**src/rtl/ila_receiver.sv**
```systemverilog
// ila_receiver: follows the JESD204B ILA sequence on one lane, checks /R/ /A/ /Q/ and captures the link configuration.
// Latency: every output is registered and moves one cycle after the octet that caused it.
// Backpressure: none; i_vld low freezes all position counters, the block never stalls its source.
// Ports: i_start arms/restarts the checker; i_data/i_k/i_vld is the decoded octet stream;
//        i_F/i_K/i_ila_multiframe_length give the link geometry (all minus 1);
//        o_<field> are captured config fields, o_cfg_vld flags a config with good FCHK,
//        o_done pulses on a clean ILA end, o_err/o_err_code report the first error.
module ila_receiver (
    input  logic       clk,
    input  logic       rst_n,
    input  logic       i_start,
    input  logic [7:0] i_data,
    input  logic       i_k,
    input  logic       i_vld,
    input  logic [7:0] i_F,
    input  logic [4:0] i_K,
    input  logic [7:0] i_ila_multiframe_length,
    output logic [7:0] o_DID,
    output logic [3:0] o_BID,
    output logic [3:0] o_ADJCNT,
    output logic [4:0] o_LID,
    output logic       o_PHADJ,
    output logic       o_ADJDIR,
    output logic       o_SCR,
    output logic [4:0] o_L,
    output logic [7:0] o_F,
    output logic [4:0] o_K,
    output logic [7:0] o_M,
    output logic [1:0] o_CS,
    output logic [4:0] o_N,
    output logic [2:0] o_SUBCLASSV,
    output logic [4:0] o_N_ap,
    output logic [2:0] o_JESDV,
    output logic [4:0] o_S,
    output logic       o_HD,
    output logic [4:0] o_CF,
    output logic       o_cfg_vld,
    output logic       o_done,
    output logic       o_err,
    output logic [2:0] o_err_code
);

    typedef enum logic [1:0] {IDLE, WAIT_R, RUN, ERROR} state_t;

    localparam logic [7:0] K_R = 8'h1C;  // K28.0
    localparam logic [7:0] K_A = 8'h7C;  // K28.3
    localparam logic [7:0] K_Q = 8'h9C;  // K28.4

    state_t      state_q, state_d;
    logic [7:0]  oif_q, n_oif, p_oif;     // octet in frame
    logic [4:0]  fim_q, n_fim, p_fim;     // frame in multiframe
    logic [10:0] oim_q, n_oim, p_oim;     // octet in multiframe
    logic [7:0]  mf_q, n_mf, p_mf;        // multiframe index
    // A 12-bit sum compared mod 256 is the same as an 8-bit wrapping sum.
    logic [7:0]  fchk_acc_q, acc_d;
    logic        clr, arm, adv, err_set, done_d, sh_load, commit;
    logic [2:0]  code_d;
    logic        is_r, is_last, in_cfg;
    logic [3:0]  cfg_idx;

    logic [7:0] sh_did, sh_f, sh_m;
    logic [3:0] sh_bid, sh_adjcnt;
    logic [4:0] sh_lid, sh_l, sh_k, sh_n, sh_np, sh_s, sh_cf;
    logic       sh_phadj, sh_adjdir, sh_scr, sh_hd;
    logic [1:0] sh_cs;
    logic [2:0] sh_subv, sh_jesdv;

    // Sum of the field values carried by config octet idx (padding bits excluded).
    function automatic logic [7:0] field_sum(input logic [3:0] idx, input logic [7:0] d);
        case (idx)
            4'd0, 4'd4, 4'd6: field_sum = d;
            4'd1:             field_sum = 8'(d[3:0]) + 8'(d[7:4]);
            4'd2:             field_sum = 8'(d[4:0]) + 8'(d[5]) + 8'(d[6]);
            4'd3, 4'd10:      field_sum = 8'(d[4:0]) + 8'(d[7]);
            4'd5:             field_sum = 8'(d[4:0]);
            4'd7:             field_sum = 8'(d[4:0]) + 8'(d[7:6]);
            4'd8, 4'd9:       field_sum = 8'(d[4:0]) + 8'(d[7:5]);
            default:          field_sum = 8'd0;
        endcase
    endfunction

    always_ff @(posedge clk or negedge rst_n) begin
        if (!rst_n) state_q <= IDLE;
        else        state_q <= state_d;
    end

    always_comb begin
        state_d = state_q;
        clr     = 1'b0;
        arm     = 1'b0;
        adv     = 1'b0;
        err_set = 1'b0;
        code_d  = 3'd0;
        done_d  = 1'b0;
        sh_load = 1'b0;
        commit  = 1'b0;
        is_r    = i_vld && i_k && (i_data == K_R);
        is_last = (oif_q == i_F) && (fim_q == i_K);
        in_cfg  = (mf_q == 8'd1) && (oim_q >= 11'd2) && (oim_q <= 11'd15);
        cfg_idx = oim_q[3:0] - 4'd2;
        acc_d   = (cfg_idx == 4'd0) ? field_sum(cfg_idx, i_data)
                                    : fchk_acc_q + field_sum(cfg_idx, i_data);

        if (i_start) begin
            // Restart wins; the same octet is judged as a WAIT_R octet.
            clr     = 1'b1;
            state_d = WAIT_R;
            if (is_r) begin
                arm     = 1'b1;
                state_d = RUN;
            end
        end else begin
            case (state_q)
                WAIT_R: if (is_r) begin
                    arm     = 1'b1;
                    state_d = RUN;
                end
                RUN: if (i_vld) begin
                    if (oim_q == 11'd0) begin
                        if (!(i_k && i_data == K_R)) code_d = 3'd1;
                    end else if (is_last) begin
                        if (!(i_k && i_data == K_A)) code_d = 3'd2;
                    end else if (mf_q == 8'd1 && oim_q == 11'd1) begin
                        if (!(i_k && i_data == K_Q)) code_d = 3'd3;
                    end else if (i_k) begin
                        code_d = (i_data == K_A || i_data == K_R) ? 3'd6 : 3'd5;
                    end else if (in_cfg && cfg_idx == 4'd13 && fchk_acc_q != i_data) begin
                        code_d = 3'd4;
                    end

                    if (code_d != 3'd0) begin
                        err_set = 1'b1;
                        state_d = ERROR;
                    end else begin
                        adv     = 1'b1;
                        sh_load = in_cfg && (cfg_idx <= 4'd10);
                        commit  = in_cfg && (cfg_idx == 4'd13);
                        if (is_last && mf_q == i_ila_multiframe_length) begin
                            done_d  = 1'b1;
                            state_d = IDLE;
                        end
                    end
                end
                default: ;
            endcase
        end

        // The accepted /R/ that arms the checker is position 0 of multiframe 0.
        p_oif = arm ? 8'd0  : oif_q;
        p_fim = arm ? 5'd0  : fim_q;
        p_oim = arm ? 11'd0 : oim_q;
        p_mf  = arm ? 8'd0  : mf_q;
        n_mf  = p_mf;
        n_fim = p_fim;
        n_oim = (p_oim == 11'h7FF) ? p_oim : p_oim + 11'd1;
        n_oif = p_oif + 8'd1;
        if (p_oif == i_F) begin
            n_oif = 8'd0;
            if (p_fim == i_K) begin
                n_fim = 5'd0;
                n_oim = 11'd0;
                n_mf  = p_mf + 8'd1;
            end else begin
                n_fim = p_fim + 5'd1;
            end
        end
    end

    always_ff @(posedge clk or negedge rst_n) begin
        if (!rst_n) begin
            oif_q <= '0; fim_q <= '0; oim_q <= '0; mf_q <= '0; fchk_acc_q <= '0;
            sh_did <= '0; sh_bid <= '0; sh_adjcnt <= '0; sh_lid <= '0; sh_phadj <= 1'b0;
            sh_adjdir <= 1'b0; sh_scr <= 1'b0; sh_l <= '0; sh_f <= '0; sh_k <= '0;
            sh_m <= '0; sh_cs <= '0; sh_n <= '0; sh_subv <= '0; sh_np <= '0;
            sh_jesdv <= '0; sh_s <= '0; sh_hd <= 1'b0; sh_cf <= '0;
            o_DID <= '0; o_BID <= '0; o_ADJCNT <= '0; o_LID <= '0; o_PHADJ <= 1'b0;
            o_ADJDIR <= 1'b0; o_SCR <= 1'b0; o_L <= '0; o_F <= '0; o_K <= '0;
            o_M <= '0; o_CS <= '0; o_N <= '0; o_SUBCLASSV <= '0; o_N_ap <= '0;
            o_JESDV <= '0; o_S <= '0; o_HD <= 1'b0; o_CF <= '0;
            o_cfg_vld <= 1'b0; o_done <= 1'b0; o_err <= 1'b0; o_err_code <= '0;
        end else begin
            o_done <= done_d;
            if (clr) begin
                o_err      <= 1'b0;
                o_err_code <= '0;
                o_cfg_vld  <= 1'b0;
            end
            if (err_set) begin
                o_err      <= 1'b1;
                o_err_code <= code_d;
            end
            if (arm || adv) begin
                oif_q <= n_oif; fim_q <= n_fim; oim_q <= n_oim; mf_q <= n_mf;
            end
            if (sh_load) begin
                fchk_acc_q <= acc_d;
                case (cfg_idx)
                    4'd0:  sh_did <= i_data;
                    4'd1:  begin sh_adjcnt <= i_data[7:4]; sh_bid <= i_data[3:0]; end
                    4'd2:  begin sh_adjdir <= i_data[6]; sh_phadj <= i_data[5]; sh_lid <= i_data[4:0]; end
                    4'd3:  begin sh_scr <= i_data[7]; sh_l <= i_data[4:0]; end
                    4'd4:  sh_f <= i_data;
                    4'd5:  sh_k <= i_data[4:0];
                    4'd6:  sh_m <= i_data;
                    4'd7:  begin sh_cs <= i_data[7:6]; sh_n <= i_data[4:0]; end
                    4'd8:  begin sh_subv <= i_data[7:5]; sh_np <= i_data[4:0]; end
                    4'd9:  begin sh_jesdv <= i_data[7:5]; sh_s <= i_data[4:0]; end
                    4'd10: begin sh_hd <= i_data[7]; sh_cf <= i_data[4:0]; end
                    default: ;
                endcase
            end
            if (commit) begin
                o_DID <= sh_did; o_BID <= sh_bid; o_ADJCNT <= sh_adjcnt; o_LID <= sh_lid;
                o_PHADJ <= sh_phadj; o_ADJDIR <= sh_adjdir; o_SCR <= sh_scr; o_L <= sh_l;
                o_F <= sh_f; o_K <= sh_k; o_M <= sh_m; o_CS <= sh_cs; o_N <= sh_n;
                o_SUBCLASSV <= sh_subv; o_N_ap <= sh_np; o_JESDV <= sh_jesdv; o_S <= sh_s;
                o_HD <= sh_hd; o_CF <= sh_cf;
                o_cfg_vld <= 1'b1;
            end
        end
    end

endmodule

```
**config.mk**
```make
export PLATFORM = sky130hd
export DESIGN_NAME = ila_receiver
export DESIGN_NICKNAME = d
export VERILOG_FILES = /design/src/rtl/ila_receiver.sv
export SDC_FILE = /design/constraint.sdc
export NUM_CORES = 1
export LEC_CHECK = 0
export CORE_MARGIN = 2
export CORE_UTILIZATION = 69
export CTS_CLUSTER_DIAMETER = 50
export DETAILED_ROUTE_END_ITERATION = 8
export DONT_BUFFER_PORTS = 1
export GPL_ROUTABILITY_DRIVEN = 0
export GPL_TIMING_DRIVEN = 0
export PLACE_DENSITY = 0.94
export SLEW_MARGIN = 10
export SYNTH_ARGS = -nofsm -noshare
export SYNTH_HDL_FRONTEND = slang
export SYNTH_SLANG_ARGS = --single-unit
```
**constraint.sdc**
```tcl
create_clock -name clk -period 11.33 [get_ports clk]
set_clock_uncertainty 0.1 [all_clocks]
set_input_delay 1.133 -clock clk [delete_from_list [all_inputs] [get_ports clk]]
set_output_delay 1.133 -clock clk [all_outputs]
set_load 0.05 [all_outputs]
```
# After elaboration in Yosys (flattened, before gate mapping)
# Cells that the tools add are included.
word_totals:
  ff_bits: 206
  in_bits: 34
  output_inout_bits: 85
  wordCells: 193
op_classes:
  add_sub_neg: 12
  magnitude_cmp: 3
  n_eq_ne: 28
  muxes: 66
  reduce_logical: 36
op_table:
  columns: ["cell", "count"]
  rows:
  - ["8-bit one-hot mux with 7 select lines", 1]
  - ["8-bit two-way mux", 6]
  - ["11-bit two-way mux", 4]
  - ["3-bit two-way mux", 13]
  - ["1-bit two-way mux", 29]
  - ["8-bit == test", 3]
  - ["2-bit AND reduction", 11]
  - ["2-bit two-way mux", 9]
  - ["8-bit by 1-bit adder with 8-bit output, second input constant", 2]
  - ["4-bit by 3-bit == test with 1-bit output, second input constant", 4]
  - ["4-bit == test, second input constant", 4]
  - ["5-bit two-way mux", 3]
  - ["1-bit logical AND", 13]
  - ["5-bit by 1-bit adder with 6-bit output", 2]
  - ["11-bit by 1-bit adder with 11-bit output, second input constant", 1]
  - ["11-bit by 1-bit == test with 1-bit output, second input constant", 1]
  - ["11-bit == test, second input constant", 1]
  - ["11-bit by 2-bit greater-or-equal comparator with 1-bit output, second input constant", 1]
  - ["11-bit by 4-bit less-or-equal comparator with 1-bit output, second input constant", 1]
  - ["11-bit zero test", 1]
  - ["5-bit == test", 2]
  - ["8-bit adder", 1]
  - ["4-bit by 2-bit == test with 1-bit output, second input constant", 2]
  - ["8-bit by 1-bit == test with 1-bit output, second input constant", 1]
  - ["24 further kinds", 29]

# Logic depth before layout (Yosys ltp)
depth:
  ltp_word: 19
  mapped_depth: 23
  ltp_nobuf: 21

# Worst setup path before layout
# No wires, ideal clock.
synth_path:
  path_type: "input-to-reg"
  start: "input port i_data[6]"
  end: "register oim_q[9]"
  setup_ps: 122
  t_arrival_ps: 4700
  required_time_ps: 11108
  slack_ps: 6409
  path_stages: 16
  n_path_buf: 3
  path_cell_list: "buf_2 > or4b_4 > or2_1 > nor2_1 > clkbuf_1 > buf_1 > nor2_1 > ha_1 > nand3_1 > nor3_1 > o2111ai_1 > nor3b_1 > nand3_1 > nor3_1 > o21ai_0 > a32o_1"
synth_between:
  elab_chain_cells: 16
  word_cells_on_any_way: 41
  cone_classes: "add/sub: 1; eq/ne: 7; mux: 25; reduce/logical: 8"
synth_rtl:
  columns: ["element", "line", "text"]
  rows:
  - ["start: declaration", "12", "input logic [7:0] i_data,"]
  - ["8-bit by 7-bit == test with 1-bit output (tied with other cells)", "122, 126", null]
  - ["1-bit logical OR or 1-bit logical AND (tied branches)", "126, 127", null]
  - ["2-bit two-way mux or 3-bit two-way mux (tied branches)", "126, 127", null]
  - ["3-bit two-way mux", "125", "end else if (i_k) begin"]
  - ["3-bit two-way mux", "123", "end else if (mf_q == 8'd1 && oim_q == 11'd1) begin"]
  - ["3-bit two-way mux", "121", "end else if (is_last) begin"]
  - ["3-bit two-way mux", "119", "if (oim_q == 11'd0) begin"]
  - ["3-bit two-way mux", "118", "RUN: if (i_vld) begin"]
  - ["3-bit two-way mux", "113", "case (state_q)"]
  - ["3-bit two-way mux", "104", "if (i_start) begin"]
  - ["3-bit nonzero test", "131", "if (code_d != 3'd0) begin"]
  - ["1-bit two-way mux", "131", null]
  - ["1-bit two-way mux", "118", null]
  - ["1-bit two-way mux", "113", null]
  - ["1-bit two-way mux", "104", null]
  - ["1-bit logical OR", "192", "if (arm || adv) begin"]
  - ["end signal: assignment", "193", "oif_q <= n_oif; fim_q <= n_fim; oim_q <= n_oim; mf_q <= n_mf;"]
  - ["end: declaration", "52", "logic [10:0] oim_q, n_oim, p_oim;"]
# Several ways; a longest one is shown, not always the timed one. The select of a mux whose other input is x is not followed.
# A chain may end at the register's enable or synchronous reset.

# Worst setup path in the final report
layout_path:
  start: "register oim_q[1]"
  end: "register fchk_acc_q[7]"
layout_between:
  elab_chain_cells: 18
  word_cells_on_any_way: 43
  cone_classes: "add/sub: 2; order compare: 3; eq/ne: 12; mux: 14; reduce/logical: 12"
layout_rtl:
  columns: ["element", "line", "text"]
  rows:
  - ["11-bit by 2-bit greater-or-equal comparator with 1-bit output", "99", "in_cfg = (mf_q == 8'd1) && (oim_q >= 11'd2) && (oim_q <= 11'd15);"]
  - ["1-bit logical AND (2 in series)", "99", null]
  - ["1-bit logical AND (2 in series)", "127", "end else if (in_cfg && cfg_idx == 4'd13 && fchk_acc_q != i_data) begin"]
  - ["3-bit two-way mux", "127", null]
  - ["3-bit two-way mux", "125", null]
  - ["3-bit two-way mux", "123", null]
  - ["3-bit two-way mux", "121", null]
  - ["3-bit two-way mux", "119", null]
  - ["3-bit two-way mux", "118", null]
  - ["3-bit two-way mux", "113", null]
  - ["3-bit two-way mux", "104", null]
  - ["3-bit nonzero test", "131", null]
  - ["1-bit two-way mux", "131", null]
  - ["1-bit two-way mux", "118", null]
  - ["1-bit two-way mux", "113", null]
  - ["1-bit two-way mux", "104", null]
  - ["end signal: assignment", "171", "oif_q <= '0; fim_q <= '0; oim_q <= '0; mf_q <= '0; fchk_acc_q <= '0;"]
  - ["end signal: assignment", "196", "fchk_acc_q <= acc_d;"]
  - ["end: declaration", "55", "logic [7:0] fchk_acc_q, acc_d;"]
# Several ways; a longest one is shown, not always the timed one. The select of a mux whose other input is x is not followed.

==> flow_summary.ini <==
[status]
status = finished, final reports clean

[synthesis]
synth_top_area_share_pct = 50.80
syn_inst = 859
ys_ff_latch = 206
yosys_warnings = 0
yosysSeqAreaShare_pct = 50.80
synth_area_um2 = 10150
synth_nets = 919
async_flop_share_pct = 100.0
synth_area_leaders = dfrtp_1, mux2_2, ha_1
synth_edf_count = 0
ys.flop_type = dfrtp_1
post_synth_num_cell_types = 74
yosysTopAreaCell = dfrtp_1
synth_area_per_cell_um2 = 11.81

[cells_and_area]
drive_above_1_share_pct = 24.44
final_core_util_pct = 76.82
stdcell_count = 1080
areaGrowthSynthToFinish_pct = 9.185
diodes = 0
finalInstanceArea_um2 = 11080
final_common_cell = dfrtp_1
layout_common_cells = dfrtp_1, mux2_2, nand2_1
layout.nets = 943

[critical_path]
crit_family = compound AO/OA/AOI/OAI gates
critPathBufInv = 4
path_max_fanout = 10
crit_type = register to register
crit_required_ps = 11620
r2r_slack_ps = 5480
cp_slowest_stage_delay_ps = 560
worstSetupEndpointType = register
cpMaxStageDelayCell = a221oi_1
worstPathCellList = clkbuf_1 -> inv_2 -> ha_1 -> xnor2_1 -> clkbuf_1 -> nor2_1 -> a22oi_1 -> o21ai_0 -> ha_1 -> fa_1 -> a221oi_1 -> inv_1 -> ha_1 -> a21o_1 -> a21oi_1 -> o21ai_0 -> o41ai_1 -> nand3_1 -> o21ai_0 -> a21oi_1 -> o22a_1
cp.arrival_ps = 6130
start_kind = register

[route]
drt_iter0_drc = 668
ant_nets = 0
vias_per_cell = 6.775
wl_per_cell_um = 23.08
drc = 0
vias = 7317
wirelength_um = 24930
first_pass_iters = 6

[timing]
fin_crit_ps = 5846
setup_slack_ps = 5484
final_hold_viol_count = 0
rsz0062_at_grt = false
drv_slew = 0
period_share_pct = 51.60
worst_slew_margin_rel_pct = 45.37
tightest_slew_ps = 819.4
fmax_mhz = 171.0
fin_hold_ws_ps = 232.1
setup_violations = 0
fin_tns_setup_ps = 0

[floorplan]
core-area_um2 = 14420
die_h_um = 125.3
die_x_um = 125.3
die-area_um2 = 15690
rows = 44
start_util_pct = 70.36
ios = 119

[global_route]
grt_antenna_before_repair = 0
gr-total-overflow = 0
grt_max_degree = 207
grt_pass1_wl_um = 39490
grt_pass1_vias = 7406
grt_usage_pct = 31.71

[job]
drv_cap = 0

[placed_design]
post-dp-hpwl_um = 16290
pre_cts_ws_ps = 5447
numPortBuffers = 0
postPlaceCellArea_um2 = 10380
dp.cells = 1043

[clock_network]
cts_repair_resize_count = 0
clk_pin_slew_worst_paths_ps = 60
h-tree-depth = 1
clock_latency_ps = 500
cts_tree = built
hold_buffers = 0
post_cts_buffers = 0
cts_buffer_depth = 3
cts_root_buf = clkbuf_16
clkSinkCount = 206
numCtsBuffers = 22

[min_path]
hp-class = input port to async pin

[pwr]
vdd_ir_drop_max_mv = 0.1176
leakage_nw = 5.297
total_power_mw = 1.469
p_per_area_nw_per_um2 = 132.6
-- synth_stat cells, types with 4 or more instances --
cell type	count
dfrtp_1	206
mux2_2	159
nand2_1	56
nor2_1	37
clkbuf_1	30
o21ai_0	27
xor2_1	27
a21oi_1	26
nand3_1	24
ha_1	22
xnor2_1	14
nor3_1	13
inv_1	12
nand4_1	12
nor2b_1	12
buf_2	11
o211ai_1	11
o31ai_1	11
a21o_1	9
and2_1	9
and3_1	9
nor4_1	9
a31oi_1	8
or4_1	7
a22o_1	6
a32o_1	6
nand2b_1	6
o22ai_1	6
mux2i_1	5
fa_1	4
or3_1	4
-- state kept, by name, summed over array words and instances, names as in the netlist, 8 cells and up --
signal and flops:
oim_q 11, fchk_acc_q 8, mf_q 8, o_DID 8, o_F 8, o_M 8
oif_q 8, sh_did 8, sh_f 8, sh_m 8
-- worst register-to-register path: cells and delay by family, from the launching register on --
family / cells / cell delay (ps)
buffers and inverters: 4 / 1060
and+or+nand+nor: 2 / 330
xor gates and xnor gates: 1 / 250
AOI/OAI and AO/OA: 10 / 2300
adders and majority gates: 4 / 1320
DFF: 1 / 380
-- cell families (layout without fill, tap and decap cells) --
group	after synthesis	in the layout	synth area share, %
muxes	165	165	18.25
and+or+nand+nor	217	217	11.44
DFF	206	206	50.80
xor gates and xnor gates	41	41	3.538
AOI/OAI and AO/OA	144	144	9.876
adders and majority gates	27	27	3.600
buffers and inverters	59	96	2.503
-- final cells by class --
class                   instances  area, um2
fillers                       837       3343
well taps                     184      230.2
plain buffers                  46      205.2
flip-flops and latches        206       5155
inverters                      13      48.80
clock inverters                 6      77.57
clock buffers                  31      624.3
multi-input cells             594       4740
-- power breakdown --
part / total (mW) / internal, mW / switching (mW)
logic: 0.0395 / 0.0141 / 0.0254
registers: 0.737 / 0.736 / 0.000768
clock network: 0.693 / 0.408 / 0.285
-- path summary, 6_finish.rpt --
| path | start | to | depth (start not counted) |
|---|---|---|---|
| worst max-delay path | oim_q[1] | fchk_acc_q[7] | 21 |
| worst min-delay path | rst_n | oif_q[6] | 0 |
| worst max register to register | oim_q[1] | fchk_acc_q[7] | 21 |
| worst min register to register | sh_m[6] | sh_m[6] | 1 |
| max in group asynchronous | rst_n | sh_f[7] | 0 |
| min in group clk | sh_m[6] | sh_m[6] | 1 |
-- metal layers --
metal / part of all wire [%] / track usage (%) / vias up
met1: 38 / 41.25 / 3650
met4: 4.1 / 12.22 / 0
li1: - / - / 3198
met3: 8.1 / 6.162 / 93
met5: 0 / 0 / -
met2: 50 / 53.29 / 376
Power figures use the tool's default switching activity.
